File: src/rtl/arb_mux_rr.sv
// Round-robin / fixed-priority arbiter over FIFO_UNITS show-ahead FIFOs.
// Generates the one-hot pop and registers the popped word with a valid strobe.
module arb_mux_rr #(
    parameter int unsigned FIFO_UNITS = 4,
    parameter int unsigned WORD_SIZE  = 10,
    parameter int unsigned PTR_L      = 2,
    parameter int unsigned BURST_LEN  = 2,
    parameter int unsigned MODE       = 0
) (
    input  logic                            clk,
    input  logic                            reset_L,
    input  logic [FIFO_UNITS-1:0]           fifo_empty,
    input  logic [FIFO_UNITS*WORD_SIZE-1:0] fifo_data_in,
    input  logic                            dest_almost_full,
    output logic [FIFO_UNITS-1:0]           arb_pop,
    output logic [WORD_SIZE-1:0]            data_out,
    output logic                            valid_out,
    output logic [PTR_L-1:0]                active_ch
);

    localparam int unsigned BW = $clog2(BURST_LEN + 1);
    localparam logic [BW-1:0] BURST_MAX = BW'(BURST_LEN);

    typedef enum logic {IDLE, SERVE} state_t;

    state_t               state_q;
    logic [PTR_L-1:0]     cur_ch_q, cur_ch_d;
    logic [BW-1:0]        burst_q, burst_d;
    logic [WORD_SIZE-1:0] data_q, sel_data;
    logic                 valid_q;
    logic                 grant;
    logic [FIFO_UNITS-1:0] pop;
    int unsigned          scan_idx;
    logic [PTR_L-1:0]     scan_ch;

    always_comb begin
        pop      = '0;
        grant    = 1'b0;
        cur_ch_d = cur_ch_q;
        burst_d  = burst_q;
        sel_data = '0;
        scan_idx = 0;
        scan_ch  = '0;
        if (reset_L && !dest_almost_full) begin
            if (MODE == 1) begin
                for (int unsigned i = 0; i < FIFO_UNITS; i++) begin
                    scan_ch = PTR_L'(i);
                    if (!grant && !fifo_empty[scan_ch]) begin
                        grant    = 1'b1;
                        cur_ch_d = scan_ch;
                        burst_d  = BW'(1);
                    end
                end
            end else if (state_q == SERVE && !fifo_empty[cur_ch_q] && burst_q < BURST_MAX) begin
                grant   = 1'b1;
                burst_d = burst_q + BW'(1);
            end else begin
                // Scan starts after the owner and ends on it, so a lone owner is re-granted without a bubble.
                for (int unsigned k = 1; k <= FIFO_UNITS; k++) begin
                    scan_idx = 32'(cur_ch_q) + k;
                    if (scan_idx >= FIFO_UNITS) scan_idx = scan_idx - FIFO_UNITS;
                    scan_ch = PTR_L'(scan_idx);
                    if (!grant && !fifo_empty[scan_ch]) begin
                        grant    = 1'b1;
                        cur_ch_d = scan_ch;
                        burst_d  = BW'(1);
                    end
                end
            end
        end
        if (grant) begin
            pop[cur_ch_d] = 1'b1;
            sel_data      = fifo_data_in[32'(cur_ch_d)*WORD_SIZE +: WORD_SIZE];
        end
    end

    always_ff @(posedge clk) begin
        if (!reset_L) begin
            state_q  <= IDLE;
            cur_ch_q <= PTR_L'(FIFO_UNITS - 1);
            burst_q  <= '0;
            data_q   <= '0;
            valid_q  <= 1'b0;
        end else if (dest_almost_full) begin
            valid_q <= 1'b0;
        end else if (grant) begin
            state_q  <= SERVE;
            cur_ch_q <= cur_ch_d;
            burst_q  <= burst_d;
            data_q   <= sel_data;
            valid_q  <= 1'b1;
        end else begin
            state_q <= IDLE;
            valid_q <= 1'b0;
        end
    end

    assign arb_pop   = pop;
    assign data_out  = data_q;
    assign valid_out = valid_q;
    assign active_ch = cur_ch_q;

endmodule

File: config.mk
export PLATFORM = sky130hd
export DESIGN_NAME = arb_mux_rr
export DESIGN_NICKNAME = d
export VERILOG_FILES = /design/src/rtl/arb_mux_rr.sv
export SDC_FILE = /design/constraint.sdc
export NUM_CORES = 1
export LEC_CHECK = 0
export CAP_MARGIN = 20
export CORE_MARGIN = 2
export CORE_UTILIZATION = 41
export CTS_BUF_LIST = sky130_fd_sc_hd__clkbuf_8
export DETAILED_ROUTE_END_ITERATION = 12
export GPL_TIMING_DRIVEN = 1
export HOLD_SLACK_MARGIN = 0.15
export PLACE_DENSITY = 0.92
export SETUP_SLACK_MARGIN = 0.1
export SYNTH_ARGS = -nofsm -noshare
export SYNTH_HDL_FRONTEND = slang
export SYNTH_SLANG_ARGS = --single-unit
File: constraint.sdc
create_clock -name clk -period 3.6 [get_ports clk]
set_input_delay 0.54 -clock clk [delete_from_list [all_inputs] [get_ports clk]]
set_output_delay 0.54 -clock clk [all_outputs]
set_load 0.01 [all_outputs]
## Yosys cells after proc, flatten, opt, wreduce, memory -nomap -nowiden

Index checks and enable logic that the tools add are counted.
W data, S select, Z words.

| storage, ports and cells | value |
|---|---|
| register bits | 16 |
| logic and storage cells | 98 |
| output and inout port bits | 17 |
| bits of input ports | 47 |

| operators by class | value |
|---|---|
| add/subtract/negate cells | 9 |
| reduce and logical (&&, ||, !) cells | 18 |
| $mul | 1 |
| magnitude comparators | 12 |
| eq/ne operators | 1 |
| shift-type cells | 1 |
| bitwise operators | 2 |
| mux-type cells | 49 |

Operators with widths:

| cell | count |
|---|---|
| $mux W2 | 23 |
| $shiftx A40 B7 Y10 | 1 |
| $mux W1 | 19 |
| $lt A2 B3 Y1 const B | 6 |
| $bmux W1 S2 | 5 |
| $ge A3 B3 Y1 const B | 3 |
| $logic_not A1 Y1 | 8 |
| $sub A2 B1 Y2 const B | 4 |
| $logic_and A1 B1 Y1 | 7 |
| $add A2 B2 Y3 const B | 2 |
| $mul A2 B3 Y5 const B | 1 |
| $ne A5 B2 Y1 const B | 1 |
| $add A2 B3 Y4 const B | 1 |
| $ge A4 B3 Y1 const B | 1 |
| $mux W4 | 1 |
| $reduce_and A4 Y1 | 1 |
| $add A2 B1 Y3 const B | 1 |
| $add A2 B1 Y2 const B | 1 |
| $demux W1 S2 | 1 |
| $ge A2 B1 Y1 const B | 1 |
| $lt A2 B2 Y1 const B | 1 |
| $not A1 Y1 | 2 |
| $reduce_and A2 Y1 | 1 |
| $reduce_or A2 Y1 | 1 |

## Logic depth before layout (Yosys ltp)

Gate-level depths: netlist (run 1).

| depth | value |
|---|---|
| word-level depth | 32 |
| mapped depth | 9 |
| mapped depth without buffers | 7 |

## Least setup slack after synthesis (run 1)

Ideal clock, no wire load.

| timing | value |
|---|---|
| path kind | input -> output |
| start | input fifo_empty[3] |
| end | output arb_pop[2] |
| path slack | 0.838 ns |
| cell stages on the path | 8 |
| path buffers | 1 |
| arrival time | 2.222 ns |
| data required time | 3.060 ns |
| cells stage by stage | mux4_2 -> nand2_1 -> o31ai_4 -> o2111ai_1 -> xor2_1 -> buf_4 -> inv_1 -> nor3_1 |

| on the way | value |
|---|---|
| cells in the longest elaborated chain, start to end | 25 |

Ends and longest elaborated chain:

| item | RTL line | text |
|---|---|---|
| start, declared | 12 | `input logic [FIFO_UNITS-1:0] fifo_empty,` |
| $bmux W1 S2 | 63 | `if (!grant && !fifo_empty[scan_ch]) begin` |
| $mux W1 (not written as such) | 63 |  |
| $mux W1 | 63 |  |
| $mux W1 | 54 | `end else if (state_q == SERVE && !fifo_empty[cur_ch_q] && burst_q < BURST_MAX) begin` |
| $mux W1 | 44 | `if (reset_L && !dest_almost_full) begin` |
| $logic_not A1 Y1 | 63 |  |
| $logic_and A1 B1 Y1 | 63 |  |
| $mux W1 | 63 |  |
| [... 9 more ...] | -- |  |
| $mux W2 | 63 |  |
| $mux W2 | 54 |  |
| $mux W2 | 44 |  |
| $lt A2 B3 Y1 (not written as such) / $ge A2 B1 Y1 (equally long branches) | 72 | `pop[cur_ch_d] = 1'b1;` |
| $logic_and A1 B1 Y1 (not written as such) | 72 |  |
| $mux W1 (not written as such) | 72 |  |
| $demux W1 S2 | 72 |  |
| $mux W4 * | 71 | `if (grant) begin` |
| end, declared | 15 | `output logic [FIFO_UNITS-1:0] arb_pop,` |

Mark *: on every way between the ends. The rest lies on a longest branch, timed or not. The select of a mux whose other input is x is not followed.

## Final worst setup path (run 1)

| timing | value |
|---|---|
| start | input fifo_empty[0] |
| end | output arb_pop[1] |

Same word-level chain as after synthesis.

==> results of run 1 <==
==> cell usage in the layout (no fill, tap or decap), types with 4 or more instances in the layout <==
cell type / synthesis / routed
dfxtp_1: 16 / 16
nor3_1: 4 / 4
nor2_1: 7 / 7
mux4_1: 4 / 4
clkdlybuf4s50_1: 0 / 57
a21o_1: 9 / 9
nand2_1: 6 / 6
and3_1: 9 / 9
a21oi_1: 4 / 4
buf_4: 1 / 12
inv_1: 5 / 5
clkbuf_8: 0 / 4
mux4_2: 6 / 6
==> Yosys cell counts, drive strengths merged <==
cell / count / area share
a21o: 9 / 0.063
clkbuf: 3 / 0.010
o211ai: 2 / 0.014
o31a: 1 / 0.0081
a21oi: 4 / 0.019
mux2i: 4 / 0.041
o2111ai: 1 / 0.0081
o21ai: 3 / 0.017
nand2b: 3 / 0.017
o31ai: 2 / 0.027
nor3: 4 / 0.019
nor4b: 1 / 0.0081
nor2b: 2 / 0.012
nand3b: 2 / 0.014
mux4: 10 / 0.22
dfxtp: 16 / 0.30
and3: 9 / 0.052
a2bb2oi: 1 / 0.0081
inv: 5 / 0.017
nor2: 7 / 0.024
nand2: 6 / 0.021
nor3b: 1 / 0.0070
nand3: 3 / 0.014
a211oi: 1 / 0.0070
buf: 4 / 0.033
xor2: 1 / 0.0081
mux2: 1 / 0.010
==> where the power goes <==
group / internal, W / switching [W]
Combinational: 0.000182 / 0.000119
Sequential: 0.000201 / 0.0000158
Clock: 0.0000973 / 0.0000682
Total: 0.000480 / 0.000203
==> routing by layer <==
layer | global-route usage | vias to the layer above
li1 | - | 551
met1 | 0.276 | 556
met2 | 0.474 | 57
met3 | 0.0375 | 13
met4 | 0.129 | 0
met5 | 0 | -
==> kinds of logic after synthesis <==
kind of cell | count (synthesis) | synth area share
compound gates | 24 | 0.171
xor+xnor | 1 | 0.00814
buf+inv | 12 | 0.0605
flops | 16 | 0.298
mux | 15 | 0.274
simple gates | 38 | 0.188
==> worst reg2reg max path, cell delays in order (launching register included) <==
cell	delay (ns)
dfxtp_1	0.59
mux4_2	0.61
nand2_1	0.14
o31ai_4	0.09
mux2i_2	0.24
buf_4	0.21
buf_4	0.15
mux4_1	0.55
a21o_1	0.20
==> final cells by class <==
| class | instances | area [um^2] |
|---|---|---|
| timing repair buffer | 75 | 724 |
| multi-input combinational | 78 | 691 |
| fill | 178 | 631 |
| sequential | 16 | 320 |
| clock buffer | 4 | 55.1 |
| tap | 30 | 37.5 |
| inverter | 5 | 18.8 |
==> through the flow <==
step                total power [W]  hold WS [ns]  instances
detailed placement         0.000519         0.473        204
finish                     0.000683         0.477        208
floorplan                  0.000374         0.434        106
global route               0.000715         0.505        208
CTS                        0.000685         0.483        208
global placement           0.000506         0.444        204
==> sequential cells by signal, indices dropped and copies added, names as in the netlist <==
signal and count:
active_ch 2, burst_q 2, data_out 10, state_q 1, valid_out 1
==> worst max-delay path by stage <==
stage               slack [ns]         end  cells past startpoint     startpoint
detailed placement        0.04  arb_pop[2]                      9  fifo_empty[3]
CTS                       0.11  arb_pop[3]                      9  fifo_empty[2]
global placement          0.13  arb_pop[2]                      9  fifo_empty[3]
global route              0.13  arb_pop[1]                      9        reset_L
finish                    0.22  arb_pop[1]                      9  fifo_empty[0]
floorplan                 0.84  arb_pop[2]                      8  fifo_empty[3]
==> repair_timing <==
item                       4_1_cts  5_1_grt
setup endpoints to repair        4        3
resized for setup                3        3
pin swaps                        1        1
==> results.tsv, run 1 <==
stage	metric	value	unit
outcome	status	complete, no violations	
detailed_routing	DRC viols	0	
floorplanning	initial core utilization	0.434	
floorplanning	DIE HEIGHT	55.2	um
setup_path	endpoint class of the critical path	output pin	
detailed_routing	ANT nets after route	0	
cts	CTS Hold Bufs	0	
floorplanning	die area	0.00305	mm^2
timing	TNS Setup	0	ns
placed_design	Post-DP Area	0.00179	mm^2
timing	Hold Vio Cnt, Final	0	
setup_path	CP max stage delay	0.55	ns
setup_path	Crit path top cell by count	clkdlybuf4s50_1	
placed_design	Placer Congestion	0.873	
detailed_routing	DR iter-0 viols	52	
setup_path	CP arrival	2.84	ns
cells_and_area	Inserted Diodes	0	
placed_design	# port buffers	63	
cts	post-CTS setup buffer count	0	
worst_hold_path	Hold WC Path Type	register to register	
cts	CTS tree	built	
detailed_routing	total wire length	3.66	mm
synth	Post-Syn Nets	153	
worst_hold_path	Hold Crit Start	state_q	
cells_and_area	Design Area, Final	0.00185	mm^2
timing	Final Max Tran Viols	0	
setup_path	worst path buffer plus inverter count	3	
setup_path	CP startpoint kind	input port	
placed_design	DP Worst Slack	0.0390	ns
synth	Yosys cell types	33	
setup_path	slowest CP cell	clkdlybuf4s50_1	
timing	fmax	296	MHz
global_route	initial antenna violation count	0	
power_and_ir_drop	cell area power density	370	mW/mm^2
cells_and_area	share of cells above drive strength 1	0.146	
timing	minimum clock period	3.38	ns
detailed_routing	metal3 WL	224	um
global_route	gr usage total	0.255	
detailed_routing	via count	1177	
cts	clock sink count	16	
timing	Final Skew	0.00212	ns
timing	Rel. slew slack	0.707	
timing	RSZ-0062 raised after global routing	no	
cts	CTS buffer count	3	
power_and_ir_drop	Leak Pwr	0.858	nW
setup_path	reg-to-reg endpoint	data_out[7]	
detailed_routing	DR WL met2	1.94	mm
global_route	grt ovf	0	
placed_design	DPL Wire Length	2.86	mm
detailed_routing	average wire per standard cell	17.6	um
cts	H-tree levels	1	
setup_path	worst-path cell chain	clkdlybuf4s50_1 -> mux4_2 -> nand2_1 -> o31ai_4 -> o2111ai_1 -> xor2_1 -> buf_4 -> nor2_1 -> clkdlybuf4s50_1	
cells_and_area	fin util	0.745	
synth	Post-Syn Area per Cell	10.2	um^2
detailed_routing	Top Metal Used	met4	
cts	clock latency on the worst-skew pair	0.26	ns
floorplanning	Std-Cell Rows	18	
cts	Max Buffers Root-to-Sink	2	
power_and_ir_drop	Worst VDD drop	0.278	mV
cells_and_area	area grow syn2layout	71.6	%
timing	Final setup viols	0	
detailed_routing	wl on met1	1.35	mm
setup_path	worst setup path class	input port to output pin	
setup_path	CP max FO	7	
floorplanning	Die Wd	55.2	um
global_route	largest net degree at the start of global routing	14	
setup_path	CP top delay family	buffers and inverters	
global_route	vias in the first global route	1303	
setup_path	reg2reg path depth	8	
worst_hold_path	Min-Delay Endpoint	state_q	
floorplanning	Core Region	0.00248	mm^2
worst_hold_path	WHS Path Cells	2	
timing	worst slew pin tran	0.440	ns
synth	post-synthesis cell area	0.00108	mm^2
detailed_routing	router iterations before antenna repair	4	
floorplanning	# IOs	64	
synth	YS warnings	0	
timing	final setup margin	0.218	ns
setup_path	flop2flop setup slack	0.73	ns
cts	CTS root buffer	clkbuf_8	
job	max_cap viols	0	
setup_path	FF-to-FF Start	active_ch[1]	
cells_and_area	layout net count	226	
synth	Post-Syn Instances	106	
setup_path	Worst Path Required	3.06	ns
timing	crit share post-route	0.939	
cts	clock slew at reported path FFs	0.06	ns
global_route	first-pass GRT wire length	6.05	mm
detailed_routing	vias per cell	5.66	
synth	Synth Register Bits	16	
synth	Seq/Total Area, Yosys	0.298	
(Power assumes the default switching activity.)
==> run 2: changes to the inputs <==
- SLEW_MARGIN: unset -> 20
==> results of run 2 <==
Final layout, timing and power as in run 1 (identical DEF).
==> run 3: changes to the inputs <==
- TNS_END_PERCENT: unset -> 5
==> results of run 3 <==
Final layout, timing and power as in run 1 (identical DEF).
